`src/rtl/alarm_clock_alarm_pkg.sv`:
```
// Shared types and BCD limits for the alarm comparator.
// Used by alarm_clock_alarm and bcd_time_valid.
package alarm_clock_alarm_pkg;

  localparam int DIGIT_W = 4;

  localparam logic [DIGIT_W-1:0] MIN1_MAX        = DIGIT_W'(5);
  localparam logic [DIGIT_W-1:0] DIGIT_MAX       = DIGIT_W'(9);
  localparam logic [DIGIT_W-1:0] HOUR1_MAX       = DIGIT_W'(2);
  localparam logic [DIGIT_W-1:0] HOUR0_MAX_AT_20 = DIGIT_W'(3);

  typedef struct packed {
    logic [DIGIT_W-1:0] hour1;
    logic [DIGIT_W-1:0] hour0;
    logic [DIGIT_W-1:0] min1;
    logic [DIGIT_W-1:0] min0;
  } bcd_time_t;

  typedef enum logic [1:0] {
    S_IDLE  = 2'd0,
    S_RING  = 2'd1,
    S_QUIET = 2'd2
  } ring_state_e;

endpackage

```
`src/rtl/alarm_clock_alarm_bcd_time_valid.sv`:
```
// Combinational legality check of a BCD HH:MM value (00:00 .. 23:59).
// Instantiated by alarm_clock_alarm only when ALARM_TIME_CHECK_EN is defined.
module bcd_time_valid
  import alarm_clock_alarm_pkg::*;
(
  input  bcd_time_t i_time,
  output logic      o_valid
);

  logic w_digits_ok;
  logic w_hour_ok;

  assign w_digits_ok = (i_time.min0  <= DIGIT_MAX) && (i_time.min1  <= MIN1_MAX) &&
                       (i_time.hour0 <= DIGIT_MAX) && (i_time.hour1 <= HOUR1_MAX);
  // Twenty-something hours stop at 23.
  assign w_hour_ok   = !((i_time.hour1 == HOUR1_MAX) && (i_time.hour0 > HOUR0_MAX_AT_20));
  assign o_valid     = w_digits_ok && w_hour_ok;

endmodule

```
`src/rtl/alarm_clock_alarm.sv`:
```
// Alarm comparator: captures HH:MM while set is high, rings once per match event.
// Define ALARM_TIME_CHECK_EN to reject out-of-range set samples.
module alarm_clock_alarm #(
  parameter int RING_CYCLES = 0,
  parameter int DIGIT_W     = 4
) (
  input  logic               clk,
  input  logic               reset,
  input  logic               set,
  input  logic [DIGIT_W-1:0] curMin0,
  input  logic [DIGIT_W-1:0] curMin1,
  input  logic [DIGIT_W-1:0] curHour0,
  input  logic [DIGIT_W-1:0] curHour1,
  output logic               alarm
);
  import alarm_clock_alarm_pkg::*;

  // state   | meaning
  // S_IDLE  | no match on the previous cycle
  // S_RING  | match held, alarm high
  // S_QUIET | match still held, ring time used up, waiting for match to drop
  localparam int CNT_W = (RING_CYCLES > 1) ? $clog2(RING_CYCLES + 1) : 1;

  ring_state_e      r_state, w_state_nxt;
  logic [CNT_W-1:0] r_cnt, w_cnt_nxt;
  logic             r_alarm, w_alarm_nxt;
  logic             r_armed;
  bcd_time_t        r_time;
  bcd_time_t        w_cur;
  logic             w_match;
  logic             w_accept;

  assign w_cur   = {curHour1, curHour0, curMin1, curMin0};
  assign w_match = r_armed && !set && (w_cur == r_time);

`ifdef ALARM_TIME_CHECK_EN
  bcd_time_valid u_valid (
    .i_time  (w_cur),
    .o_valid (w_accept)
  );
`else
  assign w_accept = 1'b1;
`endif

  always_comb begin
    w_state_nxt = r_state;
    w_cnt_nxt   = r_cnt;
    w_alarm_nxt = 1'b0;
    if (set) begin
      w_state_nxt = S_IDLE;
      w_cnt_nxt   = '0;
    end else begin
      case (r_state)
        S_IDLE: begin
          if (w_match) begin
            w_state_nxt = S_RING;
            w_cnt_nxt   = CNT_W'(1);
            w_alarm_nxt = 1'b1;
          end
        end
        S_RING: begin
          if (!w_match) begin
            w_state_nxt = S_IDLE;
            w_cnt_nxt   = '0;
          end else if ((RING_CYCLES > 0) && (r_cnt >= CNT_W'(RING_CYCLES))) begin
            w_state_nxt = S_QUIET;
          end else begin
            w_alarm_nxt = 1'b1;
            // Saturate so an endless ring never wraps the counter.
            if (r_cnt != '1) w_cnt_nxt = r_cnt + CNT_W'(1);
          end
        end
        S_QUIET: begin
          if (!w_match) begin
            w_state_nxt = S_IDLE;
            w_cnt_nxt   = '0;
          end
        end
        default: begin
          w_state_nxt = S_IDLE;
          w_cnt_nxt   = '0;
        end
      endcase
    end
  end

  always_ff @(posedge clk) begin
    if (reset) begin
      r_state <= S_IDLE;
      r_cnt   <= '0;
      r_alarm <= 1'b0;
      r_armed <= 1'b0;
      r_time  <= '0;
    end else begin
      r_state <= w_state_nxt;
      r_cnt   <= w_cnt_nxt;
      r_alarm <= w_alarm_nxt;
      if (set && w_accept) begin
        r_time  <= w_cur;
        r_armed <= 1'b1;
      end
    end
  end

  assign alarm = r_alarm;

endmodule

```
`config.mk`:
```
export PLATFORM = sky130hd
export DESIGN_NAME = alarm_clock_alarm
export DESIGN_NICKNAME = d
export VERILOG_FILES = /design/src/rtl/alarm_clock_alarm_pkg.sv /design/src/rtl/alarm_clock_alarm_bcd_time_valid.sv /design/src/rtl/alarm_clock_alarm.sv
export SDC_FILE = /design/constraint.sdc
export NUM_CORES = 1
export LEC_CHECK = 0
export CORE_MARGIN = 2
export CORE_UTILIZATION = 30
export DETAILED_ROUTE_END_ITERATION = 8
export PLACE_DENSITY = 0.63
export SYNTH_ARGS = -nofsm -noshare
export SYNTH_HDL_FRONTEND = slang
export SYNTH_SLANG_ARGS = --single-unit
```
`constraint.sdc`:
```
create_clock -name clk -period 1.1 [get_ports clk]
set_input_delay 0.22 -clock clk [delete_from_list [all_inputs] [get_ports clk]]
set_output_delay 0.22 -clock clk [all_outputs]
set_load 0.01 [all_outputs]
```
Word level (Yosys, flattened, before mapping)
Cells that the tools add are included.

Register bits: 20. Output and inout bits: 1. Logic and storage cells: 26.

Equality and inequality tests: 5. Muxes and demuxes: 4. Bitwise gates (word level): 1. Reductions and logical operators: 9.

Operators by type and width (count): $eq 16x16->1 (1); $reduce_or 2->1 (3); $mux 2 (2); $ne 2x2->1 const B (2); $pmux 2 s2 (1); $reduce_or 3->1 (1); $eq 2x1->1 const B (1); $eq 2x2->1 const B (1); $logic_and 1x1->1 (2); $logic_not 2->1 (1); $reduce_and 2->1 (1); $logic_not 1->1 (1); $mux 1 (1); $not 1->1 (1).

Depth between registers and ports, before layout
Gate-level depths: netlist of run 1.

Word-level depth: 5. Depth in mapped cells: 4. Depth with buffers taken out: 4.

Worst setup path after synthesis of run 1
OpenSTA, ideal clock, no wires.

Path kind: register to register. Start: register r_time[5] (netlist bit). End: register r_alarm (netlist: alarm). Setup time: 88 ps. Arrival: 942 ps. Data required time: 1012 ps. Slack: 71 ps. Cell stages (with the launch flop): 5. Path buffers: 0. Cell sequence: dfxtp_1 > xor2_1 > nor4_1 > nand4_1 > nor4_2.

Longest elaborated chain between the ends: 3.

RTL lines: from (decl) (line alarm_clock_alarm.sv:28) `bcd_time_t r_time;`; from (signal assigned) (line alarm_clock_alarm.sv:99) `r_time <= w_cur;`; $eq 16x16->1 (line alarm_clock_alarm.sv:34) `assign w_match = r_armed && !set && (w_cur == r_time);`; $logic_and 1x1->1 (line alarm_clock_alarm.sv:34); $mux 1 (line alarm_clock_alarm.sv:62) `if (!w_match) begin`; to (signal assigned) (line alarm_clock_alarm.sv:97) `r_alarm <= w_alarm_nxt;`; to (decl) (line alarm_clock_alarm.sv:26) `logic r_alarm, w_alarm_nxt;`.

No other way between the ends. A chain may end at the register's enable or synchronous reset.

Worst setup path in the final report of run 1
Start: register r_time[7] (netlist bit). End: register r_alarm (netlist: alarm).

The elaborated chain is that of the path after synthesis.

==> results of run 1 <==
## how the worst max path moves through the flow
stage / startpoint / end / slack [ns] / cells past startpoint
3_3_place_gp: curMin1[3] / alarm / -0.47 / 5
6_report: r_time[7] / alarm / -0.08 / 4
4_1_cts: r_time[7] / alarm / -0.12 / 4
5_1_grt: curHour0[2] / alarm / -0.21 / 5
3_5_place_dp: curMin1[3] / alarm / -0.44 / 5
2_1_floorplan: r_time[5] / alarm / 0.07 / 4
## worst reg2reg max path: cells and delay by family (launching register included)
| kind | cells | cell delay (ns) |
|---|---|---|
| xor gates and xnor gates | 1 | 0.17 |
| DFF | 1 | 0.33 |
| and+or+nand+nor | 3 | 0.60 |
## layout by cell type, fill, tap and decap left out
master,Yosys,routed
buf_12,0,1
buf_4,1,1
clkbuf_4,0,3
clkdlybuf4s15_1,0,1
clkdlybuf4s50_1,0,13
dfxtp_1,18,17
dfxtp_2,0,1
dlygate4sd2_1,0,4
dlymetal6s2s_1,0,1
mux2i_1,16,16
nand4_1,1,1
nor2_1,18,18
nor4_1,3,1
nor4_2,1,3
nor4b_1,1,1
xor2_1,16,16
## layout make-up
| cell class | instances | area (um^2) |
|---|---|---|
| Timing Repair Buffer | 21 | 215.2 |
| Multi-Input combinational cell | 56 | 426.7 |
| Clock buffer | 3 | 22.52 |
| Fill cell | 263 | 1436 |
| Sequential cell | 18 | 361.6 |
| Tap cell | 30 | 37.54 |
## per-stage QoR
stage	TNS [ns]	instances	hold slack, ns
2_1_floorplan	0	78	0.3672
3_3_place_gp	-5.414	125	0.4438
3_5_place_dp	-5.711	125	0.4573
4_1_cts	-0.1231	128	0.3280
5_1_grt	-0.2096	128	0.2624
6_report	-0.08322	128	0.2400
## what timing repair did
action / 4_1_cts / 5_1_grt
resized for setup: 8 / 5
pin swaps: 0 / 0
setup buffers: 0 / 0
setup endpoints to repair: 13 / 8
## logic make-up (layout without fill, tap and decap cells)
family | count (synthesis) | after routing | synth area share, %
mux | 16 | 16 | 19.97
flops | 18 | 18 | 44.93
buf+inv | 4 | 24 | 3.431
xor+xnor | 16 | 16 | 17.47
simple gates | 24 | 24 | 14.20
## power groups by stage
stage	Combinational (uW)	Sequential, uW	Clock, uW
3_3_place_gp	211	725	0
3_5_place_dp	215	727	0
5_1_grt	242	716	355
6_report	221	712	313
4_1_cts	213	712	332
2_1_floorplan	122	723	0
## flip-flops by register name, indices dropped and copies added, names as in the netlist
signal	count
r_time	16
alarm	1
r_armed	1
## layer usage
metal / vias up / track usage [%]
met3: 4 / 2.791
li1: 300 / -
met4: 0 / 7.317
met2: 12 / 17.52
met1: 279 / 10.09
met5: - / 0
==> summary.md, run 1 <==
| Metric | Value |
|---|---|
| Outcome | `finished with violations` |
| Violated checks | `negative setup slack` |
| NetSw | `a little over 300 uW` |
| Post-synth top area share | `44.93%` |
| Internal | `between 900 and 1000 uW` |
| CTS Sinks | `18` |
| Area grow syn2layout | `32.61%` |
| Io pins | `20` |
| Latest clock arrival within the worst-skew pair | `0.28 ns` |
| Placed inst area | `between 0.001 and 0.0015 mm^2` |
| Post-DRT Antenna Nets | `0` |
| Post-route minimum period | `~1.2 ns` |
| Met3 WL post-DR | `just over 70 um` |
| Inserted Diodes | `0` |
| Mean Syn Cell Area | `~10 um^2` |
| Final setup viols | `1` |
| Final Max Slew Viols | `0` |
| Clock power share | `about a quarter` |
| Clk pin slew, worst setup/hold paths | `0.10 ns` |
| Worst min-delay path class | `in2reg` |
| Wl on met1 | `~650 um` |
| Row count | `18` |
| Reg-to-reg endpoint | `alarm` |
| Die Wd | `55.71 um` |
| Reg2reg path depth | `4` |
| Most common library cells after synthesis | `dfxtp_1, nor2_1, mux2i_1, xor2_1, nor4_1` |
| Leakage | `about 0.00049 uW` |
| GR Overflow Total | `0` |
| Area contributors post-synth | `dfxtp_1, mux2i_1, xor2_1` |
| Synthesis Warnings | `0` |
| Max Fclk | `around 850 MHz` |
| Switch share | `approximately a quarter` |
| Total track usage | `approximately a tenth` |
| Max-cap violation count | `0` |
| Max incr delay on CP | `between 0.3 and 0.4 ns` |
| Seq/Total Area, Yosys | `~45%` |
| P per Cell Area | `1171 mW/mm^2` |
| Dpl hpwl | `1.041 mm` |
| Worst slew margin | `approximately 83%` |
| Cell family with most CP delay | `simple AND/OR/NAND/NOR gates` |
| RSZ-0062 raised after global routing | `yes` |
| Async SR Flop Fraction | `0%` |
| Global-route wire length before repair | `2.401 mm` |
| Synth Instances | `a little under 80` |
| Worst EP arrival | `1.39 ns` |
| I/O Buffers | `19` |
| Most common cell on crit path | `nor4_2` |
| CP required | `between 1 and 1.5 ns` |
| Post-synthesis cell type count | `12` |
| Vias in the first global route | `a little over 600` |
| Clk_skew | `0.005461 ns` |
| Top routing layer used | `met4` |
| DRC | `0` |
| Die area | `0.003103 mm^2` |
| CTS Buf Count | `3` |
| Post-Route WL | `around 1.4 mm` |
| Die height | `roughly 56 um` |
| Tcrit/Tclk final | `107.6%` |
| Crit-path cells | `xor2_1 > nor4_2 > nand4_1 > nor4_2` |
| Final Util | `around 43%` |
| Syn Nets | `just under 100` |
| Fin nets | `approximately 120` |
| #FFs+latches synth | `18` |
| Overall Power | `1246 uW` |
| CTS Root Cell | `clkbuf_4` |
| Placer congestion estimate | `0.6618` |
| Yosys top cell by area | `dfxtp_1` |
| Max H-tree Level | `1` |
| Iteration-0 DRC Markers | `1` |
| Worst path slowest cell | `dfxtp_2` |
| Worst Setup End Kind | `flop` |
| Worst slew pin tran | `about 0.25 ns` |
| Routed met2 length | `roughly 660 um` |
| # hold bufs at CTS | `0` |
| Top_reg_cell synth | `dfxtp_1` |
| Deepest clock path buffer count | `2` |
| Wirelength per Cell | `11.13 um` |
| Post-synth EDFFs | `0` |
| Synth Cell Area | `roughly 800 um^2` |
| HP Start | `curMin1[1]` |
| Buf/Inv on CP | `0` |
| Critical path class | `reg2reg` |
| Setup WS pre-CTS | `-0.4412 ns` |
| CP max FO | `2` |
| CP Launch Type | `flop` |
| Comb power frac | `around 18%` |
| Routed vias | `slightly below 600` |
| CTS tree | `yes` |
| Drt first pass iters | `3` |
| Sequential share of power | `between 50% and 60%` |
| Worst-case vdd ir drop | `522.4 uV` |
| RR Startpoint | `r_time[7]` |
| Initial antenna violation count | `0` |
| Final Worst Setup Slack | `-0.08322 ns` |
| Design area | `about 0.0011 mm^2` |
| Final hold vios | `0` |
| Initial cell density of the core | `32.08%` |
| Layout cells sized above 1 | `between 9 and 10%` |
| Hold endpoint | `r_time[5]` |
| Hold Crit Depth | `3` |
| Avg Vias per Cell | `about 4.6` |
| FF-to-FF setup slack | `-0.08 ns` |
| Placeable Area | `between 0.002 and 0.0025 mm^2` |
| Largest net degree at the start of global routing | `18` |
(Power assumes the default switching activity.)
==> inputs of run 2 (changes only) <==
--- a/config.mk
+++ b/config.mk
@@ -5,10 +5,12 @@
 export SDC_FILE = /design/constraint.sdc
 export NUM_CORES = 1
 export LEC_CHECK = 0
+export CELL_PAD_IN_SITES_DETAIL_PLACEMENT = 1
+export CELL_PAD_IN_SITES_GLOBAL_PLACEMENT = 1
 export CORE_MARGIN = 2
 export CORE_UTILIZATION = 30
 export DETAILED_ROUTE_END_ITERATION = 8
-export PLACE_DENSITY = 0.63
+export PLACE_DENSITY = 0.76
 export SYNTH_ARGS = -nofsm -noshare
 export SYNTH_HDL_FRONTEND = slang
 export SYNTH_SLANG_ARGS = --single-unit
==> run 2 against run 1 <==
Against the previous run:
- the run still ends with negative setup slack left
- combinational power is 2% higher
- wire length rose by 16%
- utilization is 0.35 points higher
- setup slack lost 0.025 ns
- clock skew grew 0.0063 ns
- global-route usage up 1.2 points
- first-iteration DRC count grew to 9.0 times the previous value
- sequential cell count unchanged
- sequential power about the same
- die area unchanged
==> summary.md, run 2 (same netlist as run 1, synthesis figures left out) <==
| Metric | Value |
|---|---|
| Fin nets | `120 (+0.84%)` |
| HP Start | `curHour0[1]` |
| CTS Root Cell | `clkbuf_4` |
| Max incr delay on CP | `0.44 ns (+0.11 ns)` |
| Initial antenna violation count | `0 (unchanged)` |
| Drt first pass iters | `2 (-1)` |
| FF-to-FF setup slack | `-0.08 ns (about the same)` |
| Final Max Slew Viols | `0 (unchanged)` |
| Io pins | `20 (unchanged)` |
| Latest clock arrival within the worst-skew pair | `0.28 ns (about the same)` |
| Initial cell density of the core | `32.08% (unchanged)` |
| Avg Vias per Cell | `4.674 (+0.56%)` |
| Design area | `0.001072 mm^2 (+0.82%)` |
| Tcrit/Tclk final | `109.9% (+2.3 points)` |
| Final Worst Setup Slack | `-0.1084 ns (-0.02519 ns)` |
| Worst slew pin tran | `0.2915 ns (+0.03959 ns)` |
| Total track usage | `11.21% (+1.2 points)` |
| Die area | `0.003103 mm^2 (unchanged)` |
| Fillers | `298 (+13%)` |
| Post-Route WL | `1.656 mm (+16%)` |
| Hold Crit Depth | `3 (unchanged)` |
| CTS tree | `yes` |
| Violated checks | `negative setup slack` |
| Clk_skew | `0.01176 ns (+0.006301 ns)` |
| Dpl hpwl | `1.224 mm (+18%)` |
| Most common cell on crit path | `nor4_2` |
| Wirelength per Cell | `12.84 um (+15%)` |
| Placed inst area | `0.001025 mm^2 (+0.74%)` |
| CP required | `1.30 ns (about the same)` |
| Post-route minimum period | `1.208 ns (+0.02519 ns)` |
| Vias in the first global route | `652 (+5.5%)` |
| Crit path launch | `curHour1[2]` |
| Clk pin slew, worst setup/hold paths | `0.11 ns (about the same)` |
| Iteration-0 DRC Markers | `9 (+8)` |
| I/O Buffers | `19 (unchanged)` |
| Worst path slowest cell | `clkdlybuf4s50_1` |
| Outcome | `finished with violations` |
| Placeable Area | `0.002500 mm^2 (unchanged)` |
| Final Util | `42.89% (+0.35 points)` |
| Hold endpoint | `r_time[9]` |
| Worst min-delay path class | `in2reg` |
| Post-CTS setup buffer count | `0 (unchanged)` |
| P per Cell Area | `1176 mW/mm^2 (+0.39%)` |
| Post-DRT Antenna Nets | `0 (unchanged)` |
| Layout cells sized above 1 | `12.12% (+2.9 points)` |
| TNS Setup | `-0.1084 ns (-0.02519 ns)` |
| Reg2reg path depth | `4 (unchanged)` |
| Global-route wire length before repair | `2.829 mm (+18%)` |
| Row count | `18 (unchanged)` |
| Hold slack final | `0.3291 ns (+0.08916 ns)` |
| DRC | `0 (unchanged)` |
| CP max FO | `2 (unchanged)` |
| Max H-tree Level | `1 (unchanged)` |
| Crit-path cells | `clkdlybuf4s50_1 > xor2_1 > nor4_2 > nand4_1 > nor4_2` |
| Max-cap violation count | `0 (unchanged)` |
| Max Fclk | `827.5 MHz (-2.1%)` |
| CP Launch Type | `primary input` |
| Leakage | `0.0004942 uW (+0.99%)` |
| Commonest non-fill, non-tap cell in the layout | `nor2_1` |
| Inserted Diodes | `0 (unchanged)` |
| Flip-flop count of the largest register after layout | `16 (unchanged)` |
| Setup WS pre-CTS | `-0.4760 ns (-0.03478 ns)` |
| CTS Sinks | `18 (unchanged)` |
| CTS Buf Count | `3 (unchanged)` |
| Routed vias | `603 (+1.3%)` |
| Worst-case vdd ir drop | `769.3 uV (+47%)` |
| RR Startpoint | `r_time[14]` |
| Critical path class | `in2reg` |
| Buf/Inv on CP | `1 (+1)` |
| Worst Setup End Kind | `flop` |
| Die Wd | `55.71 um (unchanged)` |
| Placer congestion estimate | `0.6687 (+1.0%)` |
| Largest reg by FF count | `r_time` |
| Final setup viols | `1 (unchanged)` |
| Most used cells in the layout excluding fill and tap cells | `nor2_1, mux2i_1, xor2_1, dfxtp_1, clkdlybuf4s50_1` |
| Worst EP arrival | `1.41 ns (+0.02 ns)` |
| Largest net degree at the start of global routing | `18 (unchanged)` |
| Deepest clock path buffer count | `2 (unchanged)` |
| Reg-to-reg endpoint | `alarm` |
| # hold bufs at CTS | `0 (unchanged)` |
| Reg area | `362.8 um^2 (+0.35%)` |
| GR Overflow Total | `0 (unchanged)` |
| Die height | `55.71 um (unchanged)` |
| Cell family with most CP delay | `simple AND/OR/NAND/NOR gates` |
| Final hold vios | `0 (unchanged)` |
| RSZ-0062 raised after global routing | `yes` |
| Area grow syn2layout | `33.70%` |
| Worst slew margin | `80.29% (-2.8 points)` |
| Multi-input gate area | `432.9 um^2 (+1.5%)` |
[run 2: cell count changes in the layout (fill, tap and decap cells not counted)]
cell / delta
buf_12: -1
nor4_1: -1
dfxtp_1: -1
clkdlybuf4s50_1: -1
dlygate4sd2_1: +1
nor4_2: +1
buf_6: +2
dfxtp_2: +1
[run 2: area by class of cell]
type / instances / share of cell area, %
flip-flops and latches: 18 / 33.84
clock buffers: 3 / 2.100
repair buffers: 22 / 20.19
multi-input cells: 56 / 40.37
well taps: 30 / 3.501
[run 2: through the flow]
| stage | cells | power, uW |
|---|---|---|
| after floorplan | 78 | 844.5 |
| after global placement | 126 | 940.5 |
| after detailed placement | 126 | 949.1 |
| after CTS | 129 | 1278 |
| after global routing | 129 | 1340 |
| final | 129 | 1261 |
[run 2: layer usage]
metal  vias to the layer above  part of all wire (%)  GRT usage (%)
met5                         -                     0              0
met1                       291                    42          11.87
met2                         9                    54          22.28
met3                         0                   3.4          2.558
met4                         0                     0          2.091
li1                        303                     -              -
[run 2: worst reg2reg max path: stages, from the launching register on]
cell,delay (ns)
dfxtp_1,0.34
xor2_1,0.17
nor4_2,0.29
nand4_1,0.15
nor4_2,0.14
[run 2: where the power goes]
part,switching (uW),total (uW),internal [uW]
combinational,101,226,125
sequential,23.7,714,690
clock,195,321,127
[run 2: timing repair]
action,in CTS,in global routing
gates resized for setup,11,4
gates cloned,0,0
pin swaps,3,2
endpoints found under the setup margin,2,7
[run 2: worst max path at each step]
stage,end,cells past startpoint
final,alarm,5
after global routing,alarm,5
after CTS,alarm,4
after detailed placement,alarm,5
after global placement,alarm,5
after floorplan,alarm,4
==> inputs of run 3 (changes only) <==
--- a/config.mk
+++ b/config.mk
@@ -10,7 +10,7 @@
 export CORE_MARGIN = 2
 export CORE_UTILIZATION = 30
 export DETAILED_ROUTE_END_ITERATION = 8
-export PLACE_DENSITY = 0.76
+export PLACE_DENSITY = 0.74
 export SYNTH_ARGS = -nofsm -noshare
 export SYNTH_HDL_FRONTEND = slang
 export SYNTH_SLANG_ARGS = --single-unit
==> constraint.sdc (replaced) <==
create_clock -name clk -period 1.19 [get_ports clk]
set_input_delay 0.238 -clock clk [delete_from_list [all_inputs] [get_ports clk]]
set_output_delay 0.238 -clock clk [all_outputs]
set_load 0.01 [all_outputs]
==> run 3 against run 2 <==
Against the previous run:
- cell count is 0.78% higher
- wire length is 8.5% lower
- largest power group unchanged
- sequential power is 7.7% lower
- critical endpoint unchanged
- total power is 2.5% lower
- global-route usage is 0.32 points higher
- the flow still finishes with violations (negative setup slack)
==> summary.md, run 3 (same netlist as run 1, synthesis figures left out) <==
| Metric | Value |
|---|---|
| Outcome | `finished with violations` |
| Violated checks | `negative setup slack` |
| Worst slew margin | `81.85% (+1.6 points)` |
| Final Max Slew Viols | `0 (unchanged)` |
| Global-route wire length before repair | `2.760 mm (-2.4%)` |
| Deepest clock path buffer count | `2 (unchanged)` |
| CTS Buf Count | `3 (unchanged)` |
| Post-CTS setup buffer count | `0 (unchanged)` |
| Reg area | `361.6 um^2 (-0.34%)` |
| Final setup viols | `1 (unchanged)` |
| CTS Sinks | `18 (unchanged)` |
| Worst-case vdd ir drop | `852.6 uV (+11%)` |
| Post-route minimum period | `1.190 ns` |
| Routed vias | `592 (-1.8%)` |
| Reg-to-reg endpoint | `alarm` |
| Placeable Area | `0.002500 mm^2 (unchanged)` |
| Internal | `937.3 uW (-0.45%)` |
| Worst slew pin tran | `0.2699 ns (-0.02154 ns)` |
| Placer congestion estimate | `0.6828 (+2.1%)` |
| Wirelength per Cell | `11.65 um (-9.2%)` |
| Commonest non-fill, non-tap cell in the layout | `nor2_1` |
| CP Launch Type | `primary input` |
| CP required | `1.40 ns (+0.10 ns)` |
| Latest clock arrival within the worst-skew pair | `0.28 ns (about the same)` |
| Placed inst area | `0.001025 mm^2 (unchanged)` |
| Worst min-delay path class | `in2reg` |
| Final Worst Setup Slack | `-0.0001579 ns (+0.1083 ns)` |
| RR Startpoint | `r_time[9]` |
| Sequential share of power | `53.6% (-3.0 points)` |
| Worst EP arrival | `1.40 ns (about the same)` |
| Max H-tree Level | `1 (unchanged)` |
| Final hold vios | `0 (unchanged)` |
| Fillers | `282 (-5.4%)` |
| Max Fclk | `840.2 MHz` |
| Avg Vias per Cell | `4.554 (-2.6%)` |
| DRC | `0 (unchanged)` |
| Clk pin slew, worst setup/hold paths | `0.10 ns (about the same)` |
| Worst Setup End Kind | `flop` |
| RSZ-0062 raised after global routing | `yes` |
| Die height | `55.71 um (unchanged)` |
| Die Wd | `55.71 um (unchanged)` |
| Row count | `18 (unchanged)` |
| Die area | `0.003103 mm^2 (unchanged)` |
| Largest net degree at the start of global routing | `18 (unchanged)` |
| Initial antenna violation count | `0 (unchanged)` |
| NetSw | `291.9 uW (-8.5%)` |
| CP max FO | `2 (unchanged)` |
| Hold Crit Depth | `3 (unchanged)` |
| Design area | `0.001069 mm^2 (-0.35%)` |
| CTS Root Cell | `clkbuf_4` |
| Crit path launch | `curMin1[0]` |
| Tcrit/Tclk final | `100.0%` |
| Flip-flop count of the largest register after layout | `16 (unchanged)` |
| I/O Buffers | `19 (unchanged)` |
| P per Cell Area | `1150 mW/mm^2 (-2.2%)` |
| GR Overflow Total | `0 (unchanged)` |
| Post-DRT Antenna Nets | `0 (unchanged)` |
| Layout cells sized above 1 | `11.00% (-1.1 points)` |
| Hold endpoint | `r_time[9]` |
| Drt first pass iters | `2 (unchanged)` |
| Comb power frac | `16.4% (-1.5 points)` |
| Vias in the first global route | `639 (-2.0%)` |
| Leakage | `0.0004913 uW (-0.59%)` |
| HP Start | `curHour0[1]` |
| Post-Route WL | `1.515 mm (-8.5%)` |
| Reg2reg path depth | `4 (unchanged)` |
| Iteration-0 DRC Markers | `1 (-8)` |
| Most used cells in the layout excluding fill and tap cells | `nor2_1, dfxtp_1, mux2i_1, xor2_1, clkdlybuf4s50_1` |
| Initial cell density of the core | `32.08% (unchanged)` |
| Inserted Diodes | `0 (unchanged)` |
| CTS tree | `yes` |
| Io pins | `20 (unchanged)` |
| Max-cap violation count | `0 (unchanged)` |
| Clock power share | `30.0% (+4.5 points)` |
| Area grow syn2layout | `33.23%` |
| Multi-input gate area | `426.7 um^2 (-1.4%)` |
| Final Util | `42.74% (-0.15 points)` |
| Clk_skew | `0.001844 ns (-0.009918 ns)` |
| FF-to-FF setup slack | `-0.0002 ns (+0.08 ns)` |
| Fin nets | `120 (unchanged)` |
| Largest reg by FF count | `r_time` |
| Total track usage | `11.53% (+0.32 points)` |
| Switch share | `23.75% (-1.6 points)` |
| Critical path class | `in2reg` |
-- run 3: layer usage --
metal	vias up	routed length (um)	global-route usage [%]
met5	-	0	0
met4	0	24	6.272
met3	2	44	2.326
met2	8	834	22.28
met1	278	611	11.24
li1	304	-	-
-- run 3: what timing repair did --
| item | in CTS | in global routing |
|---|---|---|
| setup endpoints to repair | 2 | 1 |
| pin swaps | 4 | 0 |
| hold buffers | 0 | 0 |
| gates cloned | 0 | 0 |
| resized for setup | 7 | 1 |
-- run 3: worst max-delay path by stage --
| stage | end | slack (ns) | cells past startpoint |
|---|---|---|---|
| global placement | alarm | -0.40 | 5 |
| detailed placement | alarm | -0.40 | 5 |
| floorplan | alarm | 0.16 | 4 |
| global route | alarm | -0.08 | 4 |
| CTS | alarm | 0.0006 | 4 |
| finish | alarm | -0.0002 | 5 |
-- run 3: cell type report --
cell class	count	share of cell area, %
repair buffers	22	19.32
well taps	30	3.513
clock buffers	4	3.396
flip-flops and latches	18	33.84
multi-input cells	56	39.93
-- run 3: worst max-delay path, cell delays in order --
cell and delay, ns:
clkdlybuf4s50_1 0.44, xor2_1 0.16, nor4_2 0.27, nand4_1 0.15
nor4_2 0.14
-- run 3: power by group through the flow --
stage	Clock, uW	Sequential [uW]	Combinational [uW]
floorplan	0	668	113
global placement	0	670	199
detailed placement	0	672	202
CTS	389	659	205
global route	418	664	225
finish	369	659	202
-- run 3: stage by stage --
| stage | worst slack [ns] | total power [uW] | hold WS, ns | std cells | TNS, ns |
|---|---|---|---|---|---|
| after floorplan | 0.1605 | 780.6 | 0.3852 | 78 | 0 |
| after global placement | -0.3989 | 869.2 | 0.4383 | 126 | -2.828 |
| after detailed placement | -0.3972 | 874.8 | 0.4557 | 126 | -2.782 |
| after CTS | 0.0005708 | 1253 | 0.3558 | 130 | 0 |
| after global routing | -0.08336 | 1308 | 0.3767 | 130 | -0.08336 |
| final | -0.0001579 | 1229 | 0.3576 | 130 | -0.0001579 |
